[src/rtl/dm_port_arbiter_pkg.sv]
// Shared definitions for the data-memory port arbiter: default widths,
// the downstream read latency, FSM encoding and requester IDs.
package dm_port_arbiter_pkg;

  localparam int DM_AW        = 14;
  localparam int DM_DW        = 32;
  // Must track the main memory read pipeline depth.
  localparam int DM_RD_LAT    = 2;
  localparam int DM_FENCE_MIN = 2;

  typedef enum logic [1:0] {
    ARB        = 2'd0,
    FENCE_REQ  = 2'd1,
    FENCE_WAIT = 2'd2
  } arb_state_e;

  typedef logic req_id_t;
  localparam req_id_t CORE = 1'b0;
  localparam req_id_t LDR  = 1'b1;

endpackage

[src/rtl/dm_port_arbiter_rd_tag_pipe.sv]
// Read-return ownership pipe: one {valid, owner} tag per accepted read,
// shifted every cycle so the head lines up with the returning read data.
module dm_port_arbiter_rd_tag_pipe
  import dm_port_arbiter_pkg::*;
#(
  parameter int DEPTH = DM_RD_LAT
) (
  input  logic    i_clk,
  input  logic    i_rst,
  input  logic    i_push,
  input  req_id_t i_owner,
  output logic    o_head_valid,
  output req_id_t o_head_owner,
  output logic    o_empty
);

  logic    [DEPTH-1:0] valid_q, valid_d;
  req_id_t [DEPTH-1:0] owner_q, owner_d;

  // Shift every stage by one; a new tag (or a bubble) enters stage 0.
  always_comb begin
    valid_d[0] = i_push;
    owner_d[0] = i_owner;
    for (int i = 1; i < DEPTH; i++) begin
      valid_d[i] = valid_q[i-1];
      owner_d[i] = owner_q[i-1];
    end
  end

  // Valid bits clear on reset so in-flight returns are discarded.
  always_ff @(posedge i_clk) begin
    if (i_rst) valid_q <= '0;
    else       valid_q <= valid_d;
  end

  // Owner tags follow the valid bits.
  // NOTE: owner bits are left out of reset; they are only read when the matching valid bit is set.
  always_ff @(posedge i_clk) begin
    owner_q <= owner_d;
  end

  assign o_head_valid = valid_q[DEPTH-1];
  assign o_head_owner = owner_q[DEPTH-1];
  assign o_empty      = ~|valid_q;

endmodule

[src/rtl/dm_port_arbiter.sv]
// Shares the main memory data port between the core LSU (C) and the
// boot/debug loader (L): round-robin grants gated by ready, read-return
// routing by tag, and loader-driven fence_i sequencing.
module dm_port_arbiter
  import dm_port_arbiter_pkg::*;
#(
  parameter int AW        = DM_AW,
  parameter int DW        = DM_DW,
  parameter int RD_LAT    = DM_RD_LAT,
  parameter int FENCE_MIN = DM_FENCE_MIN
) (
  input  logic          i_clk,
  input  logic          i_rst,
  // core port
  input  logic          i_c_req,
  input  logic          i_c_wen,
  input  logic [3:0]    i_c_ben,
  input  logic [AW-1:0] i_c_addr,
  input  logic [DW-1:0] i_c_wdata,
  output logic          o_c_gnt,
  output logic          o_c_rvalid,
  output logic [DW-1:0] o_c_rdata,
  // loader port
  input  logic          i_l_req,
  input  logic          i_l_wen,
  input  logic [3:0]    i_l_ben,
  input  logic [AW-1:0] i_l_addr,
  input  logic [DW-1:0] i_l_wdata,
  output logic          o_l_gnt,
  output logic          o_l_rvalid,
  output logic [DW-1:0] o_l_rdata,
  input  logic          i_l_fence,
  output logic          o_l_fence_done,
  // downstream memory port
  output logic          o_dm_ren,
  output logic          o_dm_wen,
  output logic [3:0]    o_dm_ben,
  output logic [AW-1:0] o_dm_addr,
  output logic [DW-1:0] o_dm_wdata,
  input  logic [DW-1:0] i_dm_rdata,
  output logic          o_fence_i,
  input  logic          i_ready
);

  localparam int CW = $clog2(FENCE_MIN + 2);

  arb_state_e    state_q, state_d;
  logic [CW-1:0] cnt_q, cnt_d;
  req_id_t       ptr_q, ptr_d;         // requester that wins the next tie
  logic          fence_hold_q, fence_hold_d; // blocks re-arming until i_l_fence drops

  logic    c_gnt, l_gnt;
  logic    fence_i, fence_done;
  logic    head_valid, pipe_empty;
  req_id_t head_owner;

  // Next-state, grant and fence handshake decisions.
  always_comb begin
    // NOTE: every variable gets a default first so no path leaves one unassigned and infers a latch.
    state_d      = state_q;
    cnt_d        = cnt_q;
    ptr_d        = ptr_q;
    fence_hold_d = fence_hold_q;
    c_gnt        = 1'b0;
    l_gnt        = 1'b0;
    fence_i      = 1'b0;
    fence_done   = 1'b0;

    if (!i_l_fence) fence_hold_d = 1'b0;

    unique case (state_q)
      ARB: begin
        if (i_l_fence && !fence_hold_q) begin
          // Fence wins over new grants; wait here for in-flight reads to drain.
          if (pipe_empty) state_d = FENCE_REQ;
        end else if (i_ready) begin
          if (i_c_req && (!i_l_req || ptr_q == CORE)) c_gnt = 1'b1;
          else if (i_l_req)                            l_gnt = 1'b1;
        end
      end
      FENCE_REQ: begin
        fence_i = 1'b1;
        cnt_d   = '0;
        state_d = FENCE_WAIT;
      end
      FENCE_WAIT: begin
        if (cnt_q >= CW'(FENCE_MIN)) begin
          if (i_ready) begin
            fence_done   = 1'b1;
            fence_hold_d = 1'b1;
            state_d      = ARB;
          end
        end else begin
          cnt_d = cnt_q + CW'(1);
        end
      end
      default: state_d = ARB;
    endcase

    // Nothing leaves the block while reset is held.
    if (i_rst) begin
      c_gnt      = 1'b0;
      l_gnt      = 1'b0;
      fence_i    = 1'b0;
      fence_done = 1'b0;
    end

    if (c_gnt) ptr_d = LDR;
    if (l_gnt) ptr_d = CORE;
  end

  // State, round-robin pointer, fence counter and re-arm guard.
  always_ff @(posedge i_clk) begin
    // NOTE: non-blocking assignments keep every flop sampling pre-edge values.
    if (i_rst) begin
      state_q      <= ARB;
      cnt_q        <= '0;
      ptr_q        <= CORE;
      fence_hold_q <= 1'b0;
    end else begin
      state_q      <= state_d;
      cnt_q        <= cnt_d;
      ptr_q        <= ptr_d;
      fence_hold_q <= fence_hold_d;
    end
  end

  // Steer the granted requester onto the downstream port; idle drives zeros.
  always_comb begin
    o_dm_ren   = 1'b0;
    o_dm_wen   = 1'b0;
    o_dm_ben   = '0;
    o_dm_addr  = '0;
    o_dm_wdata = '0;
    if (c_gnt) begin
      o_dm_ren   = ~i_c_wen;
      o_dm_wen   = i_c_wen;
      o_dm_ben   = i_c_ben;
      o_dm_addr  = i_c_addr;
      o_dm_wdata = i_c_wdata;
    end else if (l_gnt) begin
      o_dm_ren   = ~i_l_wen;
      o_dm_wen   = i_l_wen;
      o_dm_ben   = i_l_ben;
      o_dm_addr  = i_l_addr;
      o_dm_wdata = i_l_wdata;
    end
  end

  dm_port_arbiter_rd_tag_pipe #(
    .DEPTH (RD_LAT)
  ) u_rd_tag_pipe (
    .i_clk        (i_clk),
    .i_rst        (i_rst),
    .i_push       (o_dm_ren),
    .i_owner      (l_gnt ? LDR : CORE),
    .o_head_valid (head_valid),
    .o_head_owner (head_owner),
    .o_empty      (pipe_empty)
  );

  assign o_c_gnt        = c_gnt;
  assign o_l_gnt        = l_gnt;
  assign o_fence_i      = fence_i;
  assign o_l_fence_done = fence_done;
  assign o_c_rvalid     = head_valid && (head_owner == CORE) && !i_rst;
  assign o_l_rvalid     = head_valid && (head_owner == LDR)  && !i_rst;
  assign o_c_rdata      = i_dm_rdata;
  assign o_l_rdata      = i_dm_rdata;

endmodule

[config.mk]
export PLATFORM = sky130hd
export DESIGN_NAME = dm_port_arbiter
export DESIGN_NICKNAME = d
export VERILOG_FILES = /design/src/rtl/dm_port_arbiter_pkg.sv /design/src/rtl/dm_port_arbiter_rd_tag_pipe.sv /design/src/rtl/dm_port_arbiter.sv
export SDC_FILE = /design/constraint.sdc
export NUM_CORES = 1
export LEC_CHECK = 0
export ABC_AREA = 0
export ABC_CLOCK_PERIOD_IN_PS = 4500
export CAP_MARGIN = 20
export CELL_PAD_IN_SITES_DETAIL_PLACEMENT = 0
export CELL_PAD_IN_SITES_GLOBAL_PLACEMENT = 1
export CORE_MARGIN = 5
export CORE_UTILIZATION = 19
export CTS_BUF_LIST = sky130_fd_sc_hd__clkbuf_16
export CTS_CLUSTER_DIAMETER = 150
export DETAILED_ROUTE_END_ITERATION = 7
export PLACE_DENSITY_LB_ADDON = 0.1
export SLEW_MARGIN = 20
export SYNTH_ARGS = -nofsm -noshare
export SYNTH_HDL_FRONTEND = slang
export SYNTH_HIERARCHICAL = 1
export SYNTH_SLANG_ARGS = --single-unit
[constraint.sdc]
create_clock -name i_clk -period 4.5 [get_ports i_clk]
set_clock_uncertainty 0.05 [all_clocks]
set_input_delay 1.35 -clock i_clk [delete_from_list [all_inputs] [get_ports i_clk]]
set_output_delay 1.35 -clock i_clk [all_outputs]
set_load 0.005 [all_outputs]
# Word-level counts from Yosys, hierarchy flattened
# Index checks and enable logic that the tools add are counted.
[totals] register_bits=10 input_bits=140 elab_cells=74 output_inout_bits=122
[op_classes] magnitude_cmp=1 mux=39 reduce_logical=16 add_sub_neg=1 n_bitwise=4 eq_ne=7
[ops] cell="two-way mux 32 bit" n=2
[ops] cell="two-way mux 14 bit" n=2
[ops] cell="two-way mux 1 bit" n=26
[ops] cell="two-way mux 2 bit" n=5
[ops] cell="inequality test 2 bit, second input constant" n=5
[ops] cell="two-way mux 4 bit" n=2
[ops] cell="logical AND 1 bit" n=6
[ops] cell="one-hot mux 2 bit (3 select lines)" n=1
[ops] cell="inverter 1 bit" n=4
[ops] cell="one-hot mux 2 bit (2 select lines)" n=1
[ops] cell="AND reduction 4 bit" n=1
[ops] cell="OR reduction 2 bit" n=2
[ops] cell="logical NOT 1 bit" n=3
[ops] cell="adder 2 x 1 -> 2 bit, second input constant" n=1
[ops] cell="equality test 2 x 1 -> 1 bit, second input constant" n=1
[ops] cell="equality test 2 bit, second input constant" n=1
[ops] cell=">= comparator 2 bit, second input constant" n=1
[ops] cell="logical NOT 2 bit" n=1
[ops] cell="AND reduction 2 bit" n=1
[ops] cell="nonzero test 2 bit" n=1
[ops] cell="logical OR 1 bit" n=1

# Logic depth before layout (Yosys ltp)
[depth] depth_word=10 depth_mapped=7 depth_no_buf=5

# Modules after synthesis
# The synthesis kept the hierarchy.
[modules_own_cells] mod="dm_port_arbiter" seq_area_each_um2=120.1 area_per_inst_um2=2153.3 cells_each=252 instances=1
[modules_own_cells] mod="dm_port_arbiter_rd_tag_pipe" seq_area_each_um2=80.1 area_per_inst_um2=98.8 cells_each=7 instances=1

# Least setup slack after synthesis
# Ideal clock, no wire load.
[synth_timing] path_kind="input port to output port" startpoint="in i_rst" endpoint="out o_l_gnt" setup_slack_ps=885 path_stages=6 n_path_buf=3 t_arrival_ps=2215 required_ps=3100 cell_sequence="buf_4 -> nor2b_2 -> and3_1 -> buf_4 -> buf_2 -> and2_1"
[synth_via] elab_chain_len=1
[synth_rtl] item="start, declared" line="dm_port_arbiter.sv:13" rtl="input logic i_rst,"
[synth_rtl] item="two-way mux 1 bit" line="dm_port_arbiter.sv:101" rtl="if (i_rst) begin"
[synth_rtl] item="end, declared" line="dm_port_arbiter.sv:29" rtl="output logic o_l_gnt,"
# No other way between the ends.

# Final worst setup path
[layout_timing] startpoint="in i_l_fence" endpoint="out o_l_gnt"
[layout_via] elab_chain_len=4
[layout_rtl] item="start, declared" line="dm_port_arbiter.sv:32" rtl="input logic i_l_fence,"
[layout_rtl] item="logical AND 1 bit" line="dm_port_arbiter.sv:73" rtl="if (i_l_fence && !fence_hold_q) begin"
[layout_rtl] item="two-way mux 1 bit" line="dm_port_arbiter.sv:73"
[layout_rtl] item="two-way mux 1 bit" line="dm_port_arbiter.sv:71" rtl="unique case (state_q)"
[layout_rtl] item="two-way mux 1 bit" line="dm_port_arbiter.sv:101"
# No other way between the ends.

==> results <==
-- per-layer routing --
metal / global-route usage / share of wire / vias up
met5: 0 / 0 / -
met4: 0.0253 / 0.0099 / 0
met3: 0.0303 / 0.069 / 18
met2: 0.244 / 0.50 / 116
met1: 0.174 / 0.42 / 1178
li1: - / - / 1174
-- worst max-delay path, cell delays in order --
cell and delay (ns):
dlygate4sd2_1 0.30, a211oi_4 0.33, buf_4 0.17, buf_6 0.16, and2_1 0.16, clkdlybuf4s50_1 0.50
-- final cells by class --
type / instances / area [sq um]
clock inverters: 1 / 3.75
clock buffers: 3 / 75.1
flip-flops and latches: 10 / 201
well taps: 143 / 179
inverters: 6 / 25.0
multi-input cells: 142 / 1300
repair buffers: 201 / 2090
fillers: 1227 / 7640
-- through the flow --
stage               setup TNS, ns  utilization
floorplan                       0            -
global placement            -3.43        0.308
detailed placement          -4.62        0.308
CTS                             0        0.328
global route                    0        0.337
finish                          0        0.337
-- cells by family (layout without fill, tap and decap cells) --
kind of cell / count (synthesis) / count (layout)
adders and majority gates: 1 / 1
and+or+nand+nor: 26 / 26
buffers and inverters: 107 / 211
AOI/OAI and AO/OA: 115 / 115
DFF: 10 / 10
-- cells in the final DEF, fill, tap and decap left out, types with 3 or more instances in the layout --
cell	synthesis	layout
dlymetal6s2s_1	0	12
buf_12	0	7
and2_1	3	3
nor2b_1	3	3
nand2_1	4	4
buf_4	67	21
clkdlybuf4s50_1	0	109
nor2_1	5	5
dlygate4sd2_1	0	42
clkbuf_16	0	5
inv_2	3	3
a32o_1	53	52
o211a_1	50	50
dfxtp_1	10	9
a21oi_1	3	3
-- flip-flops by register name, summed over array words and instances, names as in the netlist --
register / count
cnt_q: 2
ptr_q: 1
u_rd_tag_pipe/valid_q: 2
state_q: 2
fence_hold_q: 1
u_rd_tag_pipe/owner_q: 2
-- how the worst min path moves through the flow --
stage,end,slack (ns),cells after the start
after floorplan,u_rd_tag_pipe/owner_q[1]$_DFF_P_,0.26,0
after global placement,u_rd_tag_pipe/owner_q[1]$_DFF_P_,0.26,0
after detailed placement,u_rd_tag_pipe/owner_q[1]$_DFF_P_,0.26,0
after CTS,u_rd_tag_pipe/owner_q[1]$_DFF_P_,0.27,0
after global routing,u_rd_tag_pipe/owner_q[1]$_DFF_P_,0.29,0
final,u_rd_tag_pipe/owner_q[1]$_DFF_P_,0.27,0
-- timing repair --
action,in CTS,in global routing
cloned,4,2
buffers inserted,8,6
setup endpoints to repair,54,14
resized for setup,55,19
pin swaps,2,2
-- power by group --
group | internal (uW) | leakage, uW | switching (uW) | total [uW]
combinational | 204 | 0.00203 | 145 | 349
clock | 116 | 0.0000385 | 39.3 | 156
sequential | 94.5 | 0.0000818 | 12.8 | 107
==> reports/results.md <==
Pwr
- 0.00215 uW — leak pwr
- 0.181 mV — VDD IR-drop max
- 158 mW/mm^2 — power density relative to cell area
- 612 uW — Tot Pwr

Detailed routing
- 10.5 mm — total routed wirelength
- 0 — Routed Antenna Nets
- 20.7 um — post-detailed-route wirelength per cell
- 0 — DRC viols
- 4.91 — via-per-instance ratio
- 128 — initial drt markers
- 2486 — detailed-route via count
- 4 — First-pass DRT Iterations

Critical path
- o_l_gnt — critical path capture point
- output pin — endpoint kind of the worst setup timing path
- 2.97 ns — data arrival time at the worst-slack endpoint
- input port to output pin — Critical Setup Path Class
- 6 — worst reg-to-reg path cell count
- input port — launching element type of the critical path
- 3.10 ns — CP required
- fence_hold_q$_SDFF_PP0_ — worst flop-to-flop path startpoint
- 17 — peak fanout along the critical path
- u_rd_tag_pipe/valid_q[0]$_SDFF_PP0_ — end of the worst register-to-register path
- 2.70 ns — worst-case register-to-register setup slack
- i_l_fence — launching instance or port of the critical path

Placement
- 0.00355 sq mm — Placement Cell Area
- 7.33 mm — total half-perimeter wirelength after legalization and detailed placement
- 483 — number of instances in the placed design
- 165 — IO Port Bufs
- 0.697 — RePlAce Congestion
- -0.123 ns — pre-CTS worst setup slack

STA
- 0 — max-slew violation count
- 0.668 — tightest slew margin relative to the limit
- 0 — hold violation total from the final report
- 0.272 ns — worst hold-check slack
- 0 — count of endpoints failing setup in the final report
- 0.971 — final clock period utilization by the worst path
- 0.498 ns — pin slew with the least headroom to its limit
- false — unrepaired setup endpoints after global routing
- 0.229 GHz — timing-limited maximum frequency
- 4.37 ns — final critical delay including setup and external delays
- 0.130 ns — smallest setup slack after layout

Floorplanning
- 119 um — chip width
- 39 — cell row count
- 0.0115 sq mm — core footprint
- 0.0141 sq mm — Die Outline Area
- 0.196 — initial cell density of the core
- 262 — top-level port count
- 119 um — height of the die

Final layout
- 505 — nets@finish
- 0 — number of antenna cells inserted
- 0.146 — share of layout cells above drive strength 1
- 0.00388 sq mm — final cell area excluding filler cells
- 72.3% — synth-to-layout area growth
- 506 — Layout Cells excl Fill

Clocking
- 2 — buffers from clock root to sink, at most
- 0 — number of buffers added to fix hold violations after cts
- clkbuf_16 — root buffer selected by CTS
- 10 — sink count of the clock tree
- 0.23 ns — clock insertion delay at the later pin of the skew report
- 1 — H-tree depth
- built — TritonCTS clock tree
- 3 — number of buffers added by the clock tree synthesis step
- 0.04 ns — register clock-pin slew on the reported worst setup and hold paths

Synth
- 0.00556 — synthesized-area fraction occupied by adder cells
- dfxtp_1 — leading register cell type out of synthesis
- 0.00225 sq mm — area of the mapped netlist
- 0 — share of cell area taken by muxes after synthesis
- 259 — number of standard cells after synthesis
- 6 — number of synthesis warnings
- 400 — net count after synthesis
- 0.0644 — simple logic cell fraction of the synthesized area
- 0.0889 — part of the Yosys area used for sequential elements
- 31 — count of different cell masters after synthesis
- a32o_1 — library cell with the largest summed area after synthesis
- 10 — synthesis-stage register bit count
- compound AO/OA/AOI/OAI gates — main combinational cell family by area after synthesis
- 67 x buf_4, 53 x a32o_1, 50 x o211a_1 — top cells by instance count after synthesis
- 0.236 — proportion of netlist area held by the largest area contributor
- 0 — Post-synth EDFFs
- a32o_1 24%, buf_4 22%, o211a_1 22% — biggest area contributors in the synthesized netlist
- 0 — fraction of synthesis flops using an asynchronous set or reset pin
- 0 — xor/xnor share of the synthesized area
- buf_4 — most instantiated library cell after synthesis
- 0.499 — area fraction in compound gates after synthesis
- 8.70 sq um — post-synthesis area per instance

Hold path
- flop to flop — type of the tightest min-delay check
- u_rd_tag_pipe/owner_q[0]$_DFF_P_ — start point of the worst min-delay path

GRT
- 32 — pin count of the biggest net entering global routing
- 15.9 mm — global-route wire length before repair
- 0.138 — overall fraction of global-route tracks in use
- 0 — initial antenna violation count
- 0 — residual overflow from global routing
- 2581 — via count of the first global-routing pass

Status
- finished clean — run status

Job
- 0 — max-capacitance violation count

Note: power is estimated with default switching activity, not from simulation.
